File: config.mk
export PLATFORM = sky130hd
export DESIGN_NAME = mem_access_unit
export DESIGN_NICKNAME = d
export VERILOG_FILES = /design/src/rtl/mem_access_unit.sv
export SDC_FILE = /design/constraint.sdc
export NUM_CORES = 1
export LEC_CHECK = 0
export CAP_MARGIN = 20
export CORE_ASPECT_RATIO = 0.7
export CORE_MARGIN = 4
export CORE_UTILIZATION = 30
export CTS_CLUSTER_SIZE = 20
export DETAILED_ROUTE_END_ITERATION = 6
export PLACE_DENSITY = 0.63
export SYNTH_ARGS = -nofsm -noshare
export SYNTH_HDL_FRONTEND = slang
export SYNTH_SLANG_ARGS = --single-unit
export TNS_END_PERCENT = 30
File: constraint.sdc
create_clock -name clk_i -period 3.2 [get_ports clk_i]
set_clock_uncertainty 0.05 [all_clocks]
set_input_delay 0.64 -clock clk_i [delete_from_list [all_inputs] [get_ports clk_i]]
set_output_delay 0.64 -clock clk_i [all_outputs]
set_load 0.005 [all_outputs]
File: src/rtl/mem_access_unit.sv
// mem_access_unit: MEM pipeline stage of the RV32 core.
//
// Formats sub-word loads and stores and generates their byte strobes. It flags
// misaligned and illegal accesses. The address region decides where an access
// goes: cached accesses use the word-level d_cache port, and uncached accesses
// use a timeout-guarded MMIO handshake FSM. Results are registered into the
// MEM/WB pipeline register under enable/flush control.
//
// Ports:
//   clk_i, rst_ni                 clock, asynchronous active-low reset
//   *_mem_i                       EX/MEM pipeline inputs (address, store data,
//                                 passthroughs, funct3, store flag, valid)
//   enable_i, reset_i             MEM/WB advance and flush (flush needs enable_i)
//   stall_by_icache_i             blocks issue of new requests
//   dc_*                          d_cache request/response port
//   io_*                          uncached MMIO request/response port
//   stall_o                       freezes earlier pipeline stages
//   *_wb_o                        MEM/WB pipeline register outputs
//   exc_wb_o                      {bus timeout, misaligned/illegal}
module mem_access_unit #(
    parameter int unsigned REGION_BITS   = 3,
    parameter int unsigned CACHED_REGION = 0,
    parameter int unsigned TIMEOUT       = 255
) (
    input  logic        clk_i,
    input  logic        rst_ni,
    input  logic [31:0] alu_mem_i,
    input  logic [31:0] rs2_mem_i,
    input  logic [31:0] pc4_mem_i,
    input  logic [31:0] inst_mem_i,
    input  logic [2:0]  funct3_mem_i,
    input  logic        MemRW_mem_i,
    input  logic        mem_valid_i,
    input  logic [1:0]  WBSel_mem_i,
    input  logic        RegWEn_mem_i,
    input  logic [4:0]  rsW_mem_i,
    input  logic        enable_i,
    input  logic        reset_i,
    input  logic        stall_by_icache_i,
    output logic        dc_req_valid_o,
    output logic [31:0] dc_addr_o,
    output logic [31:0] dc_wdata_o,
    output logic [3:0]  dc_wstrb_o,
    output logic        dc_we_o,
    input  logic        dc_ready_i,
    input  logic [31:0] dc_rdata_i,
    output logic        io_cs_o,
    output logic        io_we_o,
    output logic [31:0] io_addr_o,
    output logic [31:0] io_wdata_o,
    output logic [3:0]  io_wstrb_o,
    input  logic        io_rvalid_i,
    input  logic [31:0] io_rdata_i,
    output logic        stall_o,
    output logic [31:0] alu_wb_o,
    output logic [31:0] pc4_wb_o,
    output logic [31:0] mem_wb_o,
    output logic [31:0] inst_wb_o,
    output logic [1:0]  WBSel_wb_o,
    output logic        RegWEn_wb_o,
    output logic [4:0]  rsW_wb_o,
    output logic [1:0]  exc_wb_o
);

    // The counter only needs to reach TIMEOUT-1: the BUSY cycle holding that
    // value is the TIMEOUT-th one, after which the access is declared dead.
    localparam int unsigned CNT_W = (TIMEOUT > 1) ? $clog2(TIMEOUT) : 1;
    localparam logic [CNT_W-1:0]       CNT_LAST   = CNT_W'(TIMEOUT - 1);
    localparam logic [REGION_BITS-1:0] CACHED_TAG = REGION_BITS'(CACHED_REGION);

    typedef enum logic [1:0] {
        ST_IDLE = 2'b00,
        ST_BUSY = 2'b01,
        ST_DONE = 2'b10
    } state_e;

    // Load data alignment and sign/zero extension.
    function automatic logic [31:0] load_fmt(input logic [31:0] word,
                                             input logic [2:0]  f3,
                                             input logic [1:0]  off);
        logic [31:0] sh;
        sh = word >> {off, 3'b000};
        case (f3)
            3'b000:  load_fmt = {{24{sh[7]}}, sh[7:0]};
            3'b001:  load_fmt = {{16{sh[15]}}, sh[15:0]};
            3'b100:  load_fmt = {24'h000000, sh[7:0]};
            3'b101:  load_fmt = {16'h0000, sh[15:0]};
            default: load_fmt = sh;
        endcase
    endfunction

    // Byte strobes for a store of the given size at the given byte offset.
    function automatic logic [3:0] store_strb(input logic [2:0] f3,
                                              input logic [1:0] off);
        case (f3)
            3'b000:  store_strb = 4'b0001 << off;
            3'b001:  store_strb = 4'b0011 << off;
            3'b010:  store_strb = 4'b1111;
            default: store_strb = 4'b0000;
        endcase
    endfunction

    // Store data replicated across the lanes so any strobe picks the right bytes.
    function automatic logic [31:0] store_data(input logic [31:0] rs2,
                                               input logic [2:0]  f3);
        case (f3)
            3'b000:  store_data = {4{rs2[7:0]}};
            3'b001:  store_data = {2{rs2[15:0]}};
            default: store_data = rs2;
        endcase
    endfunction

    state_e           state_r, state_n;
    logic [CNT_W-1:0] cnt_r, cnt_n;
    logic [31:0]      hold_r, hold_n;
    logic             err_r, err_n;
    logic             kill_r, kill_n;

    logic        access_s;
    logic        cached_s;
    logic        illegal_s;
    logic        misaligned_s;
    logic        fault_s;
    logic        issue_s;
    logic        dc_req_s;
    logic        io_cs_s;
    logic        fsm_stall_s;
    logic        flush_s;
    logic        kill_now_s;
    logic        bus_err_s;
    logic [3:0]  wstrb_s;
    logic [31:0] wdata_s;
    logic [31:0] mem_data_s;

    assign access_s = mem_valid_i & ~stall_by_icache_i;
    assign cached_s = (alu_mem_i[31 -: REGION_BITS] == CACHED_TAG);
    assign flush_s  = enable_i & reset_i;

    // Illegal funct3 / misalignment decode.
    always_comb begin
        illegal_s    = 1'b0;
        misaligned_s = 1'b0;
        case (funct3_mem_i)
            3'b000:  begin illegal_s = 1'b0;        misaligned_s = 1'b0; end
            3'b001:  begin illegal_s = 1'b0;        misaligned_s = alu_mem_i[0]; end
            3'b010:  begin illegal_s = 1'b0;        misaligned_s = (alu_mem_i[1:0] != 2'b00); end
            3'b100:  begin illegal_s = MemRW_mem_i; misaligned_s = 1'b0; end
            3'b101:  begin illegal_s = MemRW_mem_i; misaligned_s = alu_mem_i[0]; end
            default: begin illegal_s = 1'b1;        misaligned_s = 1'b0; end
        endcase
    end

    assign fault_s = illegal_s | misaligned_s;
    assign issue_s = access_s & ~cached_s & ~fault_s;
    assign dc_req_s = access_s & cached_s & ~fault_s;

    assign wstrb_s = MemRW_mem_i ? store_strb(funct3_mem_i, alu_mem_i[1:0]) : 4'b0000;
    assign wdata_s = store_data(rs2_mem_i, funct3_mem_i);

    assign dc_req_valid_o = dc_req_s;
    assign dc_addr_o      = alu_mem_i;
    assign dc_wdata_o     = wdata_s;
    assign dc_wstrb_o     = wstrb_s;
    assign dc_we_o        = MemRW_mem_i;

    // EX/MEM is frozen by stall_o while BUSY, so these stay stable.
    assign io_cs_o    = io_cs_s;
    assign io_we_o    = MemRW_mem_i;
    assign io_addr_o  = alu_mem_i;
    assign io_wdata_o = wdata_s;
    assign io_wstrb_o = wstrb_s;

    assign stall_o = fsm_stall_s | (dc_req_s & ~dc_ready_i);

    // A flush in the same cycle as the response must still suppress DONE.
    assign kill_now_s = kill_r | flush_s;
    assign bus_err_s  = (state_r == ST_DONE) & err_r;
    assign mem_data_s = (state_r == ST_DONE) ? load_fmt(hold_r, funct3_mem_i, alu_mem_i[1:0])
                                             : load_fmt(dc_rdata_i, funct3_mem_i, alu_mem_i[1:0]);

    // Uncached handshake FSM: next state, counter, hold/error/kill and outputs.
    always_comb begin
        state_n     = state_r;
        cnt_n       = cnt_r;
        hold_n      = hold_r;
        err_n       = err_r;
        kill_n      = kill_r;
        io_cs_s     = 1'b0;
        fsm_stall_s = 1'b0;
        case (state_r)
            ST_IDLE: begin
                if (issue_s) begin
                    io_cs_s     = 1'b1;
                    fsm_stall_s = 1'b1;
                    cnt_n       = {CNT_W{1'b0}};
                    kill_n      = 1'b0;
                    state_n     = ST_BUSY;
                end else begin
                    state_n = ST_IDLE;
                end
            end
            ST_BUSY: begin
                fsm_stall_s = 1'b1;
                cnt_n       = cnt_r + CNT_W'(1);
                kill_n      = kill_now_s;
                if (io_rvalid_i) begin
                    hold_n  = io_rdata_i;
                    err_n   = 1'b0;
                    kill_n  = 1'b0;
                    state_n = kill_now_s ? ST_IDLE : ST_DONE;
                end else if (cnt_r == CNT_LAST) begin
                    hold_n  = 32'h0000_0000;
                    err_n   = 1'b1;
                    kill_n  = 1'b0;
                    state_n = kill_now_s ? ST_IDLE : ST_DONE;
                end else begin
                    state_n = ST_BUSY;
                end
            end
            ST_DONE: begin
                if (enable_i) begin
                    state_n = ST_IDLE;
                end else begin
                    state_n = ST_DONE;
                end
            end
            default: begin
                state_n = ST_IDLE;
                kill_n  = 1'b0;
            end
        endcase
    end

    // FSM state, timeout counter, response hold, error and kill flags.
    always_ff @(posedge clk_i or negedge rst_ni) begin
        if (!rst_ni) begin
            state_r <= ST_IDLE;
            cnt_r   <= {CNT_W{1'b0}};
            hold_r  <= 32'h0000_0000;
            err_r   <= 1'b0;
            kill_r  <= 1'b0;
        end else begin
            state_r <= state_n;
            cnt_r   <= cnt_n;
            hold_r  <= hold_n;
            err_r   <= err_n;
            kill_r  <= kill_n;
        end
    end

    // MEM/WB pipeline register with flush and advance control.
    always_ff @(posedge clk_i or negedge rst_ni) begin
        if (!rst_ni) begin
            alu_wb_o    <= 32'h0000_0000;
            pc4_wb_o    <= 32'h0000_0000;
            mem_wb_o    <= 32'h0000_0000;
            inst_wb_o   <= 32'h0000_0000;
            WBSel_wb_o  <= 2'b00;
            RegWEn_wb_o <= 1'b0;
            rsW_wb_o    <= 5'd0;
            exc_wb_o    <= 2'b00;
        end else if (flush_s) begin
            alu_wb_o    <= 32'h0000_0000;
            pc4_wb_o    <= 32'h0000_0000;
            mem_wb_o    <= 32'h0000_0000;
            inst_wb_o   <= 32'h0000_0000;
            WBSel_wb_o  <= 2'b00;
            RegWEn_wb_o <= 1'b0;
            rsW_wb_o    <= 5'd0;
            exc_wb_o    <= 2'b00;
        end else if (enable_i) begin
            alu_wb_o    <= alu_mem_i;
            pc4_wb_o    <= pc4_mem_i;
            mem_wb_o    <= mem_data_s;
            inst_wb_o   <= inst_mem_i;
            WBSel_wb_o  <= WBSel_mem_i;
            RegWEn_wb_o <= RegWEn_mem_i & ~fault_s & ~bus_err_s;
            rsW_wb_o    <= rsW_mem_i;
            exc_wb_o    <= {bus_err_s, fault_s & access_s};
        end
    end

endmodule
==> results.cfg <==
[route]
first_pass_iters = 7
num_vias = 8482
drc_errors = 0
vias_per_cell = 5.12
ant_nets = 0
wl_mm = 37.8
wl_per_cell_um = 22.9
drt_iter0_drc = 831

[setup_path]
critical_path.cell_chain = clkdlybuf4s50_1 > buf_4 > a221o_1 > a2111o_1 > buf_4 > nor2_1 > clkdlybuf4s15_2
critPathBufInv = 4
arrival_ps = 2500
critical-path-top-delay-family = buffers and inverters
cp_slowest_stage_delay_ps = 440
cp-start-kind = input pin
worstSetupEndpointType = primary output
crit_slowest_cell = a2111o_1
path_class = input pin to primary output
crit_top_cell = buf_4
worstPathMaxFanout = 5
cp.required_ps = 2510

[logic_synthesis]
synth_seq_area_share = 0.487
post-synth-top-count-cell = dfrtp_1
synthDistinctLibCells = 48
ys_seq_elements = 182
syn_avg_cell_area_um2 = 11.1
yosysWarnings = 0
ys_top_cells_by_area = dfrtp_1, a22o_1, buf_4
synth.cell_area_um2 = 9350
syn_inst = 845
syn_nets = 1059
synth-edff-count = 0
synth_common_cells = dfrtp_1, a22o_1, buf_4
yosysTopAreaCell = dfrtp_1
synthFlopType = dfrtp_1
async_reset_ff_frac = 1.00
synth_top_area_share = 0.487

[floorplanning]
io_pins = 491
die_y_um = 156
die-area_um2 = 34100
rows = 53
die_w_um = 219
initial_core_util = 0.308
core_area_um2 = 30400

[placement]
hpwl_mm = 29.0
port_buffers = 490
gp_congestion = 0.867
dp_cells = 1620
placed_area_um2 = 14100

[grt]
grt_pass1_vias = 8805
grt_pass1_wl_mm = 55.6
grt_max_degree = 129
gr-total-overflow = 0
track_usage = 0.213
grt_antenna_before_repair = 1

[clock_network]
clk_pin_slew_ps = 70
htreeDepth = 4
cts_buffer_depth = 2
clk_latency_ps = 450
cts_made_buffers = 17
clkSinkCount = 182
clockRootBuffer = clkbuf_16
cts_tree = yes

[pwr]
p_per_area_nw_per_um2 = 474
power_frac_clock = 0.310
internal_power_mw = 4.95
switching_power_mw = 2.06
finalPower_mw = 7.00
peakVddDrop_mv = 0.323
leakagePower_nw = 6.31
p_sw_frac = 0.294
p_comb_frac = 0.270
p_seq_frac = 0.420

[final_layout]
drive_above_1_share = 0.113
fill_cells = 2848
final_area_um2 = 14800
syn_to_final_growth_pct = 58.2
fin_util = 0.487
stdcell_count = 1656
fin_nets = 1444

[sta]
hold_violations = 0
min_period_ps = 3190
tns_ps = 0
finalCritPeriodShare = 0.997
finalSetupViolCount = 0
relSlewSlack = 0.352
slew_violations = 0
rsz0062_at_grt = true
tightestPinTransition_ps = 970
fmax_mhz = 314

[worst_hold_path]
hold_path.class = input pin to asynchronous set/reset pin

[status]
outcome = finished clean

[job]
max_cap_violations = 0
-- stage by stage --
stage	setup WS (ps)	hold WS, ps
2_1_floorplan	470	294
3_3_place_gp	-392	407
3_5_place_dp	-377	404
4_1_cts	-108	98.1
5_1_grt	-56.7	93.8
6_report	10.5	89.5
-- cells in the final DEF (no fill, tap or decap), types with 5 or more instances in the layout --
cell               n
mux2_2            27
a22o_1           130
o32ai_1            8
o211ai_1           5
mux4_2             9
a32oi_1            6
dfrtp_1          182
o21ai_0           26
dlygate4sd2_1     20
buf_4             43
a22oi_1           11
nand4_1            7
nand2_1           25
nand3_1            9
a211oi_1          16
a21oi_1           30
o21ai_1           13
clkbuf_16         17
nand2b_1           7
buf_12             6
inv_1             17
mux2i_1           35
clkdlybuf4s50_1  461
a21oi_2            9
nor2_1            23
o2bb2ai_1         23
-- per-layer routing --
layer	wire length, um	up-vias	GRT usage
met2	18700	389	0.360
met4	567	0	0.0421
met3	3100	33	0.0600
met1	15500	4221	0.277
met5	0	-	0
li1	-	3839	-
-- worst reg2reg max path, cell delays in order, from the launching register on --
cell and delay (ps):
dfrtp_1 440, nand2b_1 510, buf_4 380, nor2_1 500
a22oi_1 270, o2bb2ai_1 190
-- cells by family after synthesis --
logic type               share of synthesized area
AO/OA/AOI/OAI                                0.239
buffers and inverters                        0.125
flip-flops                                   0.487
AND/OR/NAND/NOR                             0.0523
multiplexers                                0.0929
adder cells (fa/ha/maj)                    0.00268
XOR/XNOR                                  0.000937
-- final timing paths --
path | start | endpoint | slack (ps) | depth (start not counted)
setup / recovery | funct3_mem_i[2] | io_cs_o | 10 | 7
max in group asynchronous | rst_ni | hold_r[15]$_DFFE_PN0P_ | 2240 | 2
hold reg to reg | cnt_r[6]$_DFFE_PN0P_ | cnt_r[6]$_DFFE_PN0P_ | 420 | 1
hold / removal | rst_ni | mem_wb_o[9]$_DFFE_PN0P_ | 90 | 1
min in group clk_i | cnt_r[6]$_DFFE_PN0P_ | cnt_r[6]$_DFFE_PN0P_ | 420 | 1
setup reg to reg | state_r[0]$_DFF_PN0_ | mem_wb_o[9]$_DFFE_PN0P_ | 790 | 5
-- final cells by class --
type	instances	area [um^2]	share of cell area
Timing Repair Buffer	543	5360	0.363
Sequential cell	182	4550	0.308
Multi-Input combinational cell	467	3680	0.249
Tap cell	412	515	0.0349
Clock buffer	18	429	0.0290
Clock inverter	14	168	0.0113
Inverter	19	73.8	0.00499
Antenna cell	1	2.50	0.000169
-- what timing repair did --
| item | in CTS | in global routing |
|---|---|---|
| cloned | 0 | 1 |
| hold buffers | 0 | 0 |
| endpoints found under the setup margin | 34 | 38 |
| setup buffers | 0 | 2 |
| pin swaps | 2 | 2 |
| gates resized for setup | 33 | 17 |
-- flip-flops by register name (all words and copies together) (netlist names) --
signal and flops:
cnt_r 8, err_r 1, inst_wb_o 32, alu_wb_o 32, RegWEn_wb_o 1, exc_wb_o 2, pc4_wb_o 32, mem_wb_o 32
WBSel_wb_o 2, rsW_wb_o 5, kill_r 1, state_r 2, hold_r 32
-- power by group through the flow --
stage                     combinational (mW)  clock (mW)  sequential (mW)
after floorplan                        0.870           0             2.88
after global placement                  1.88           0             2.97
after detailed placement                1.90           0             2.97
after CTS                               1.90        2.22             2.93
after global routing                    2.04        2.33             2.98
final                                   1.89        2.17             2.94
Note: power is estimated with default switching activity, not from simulation.
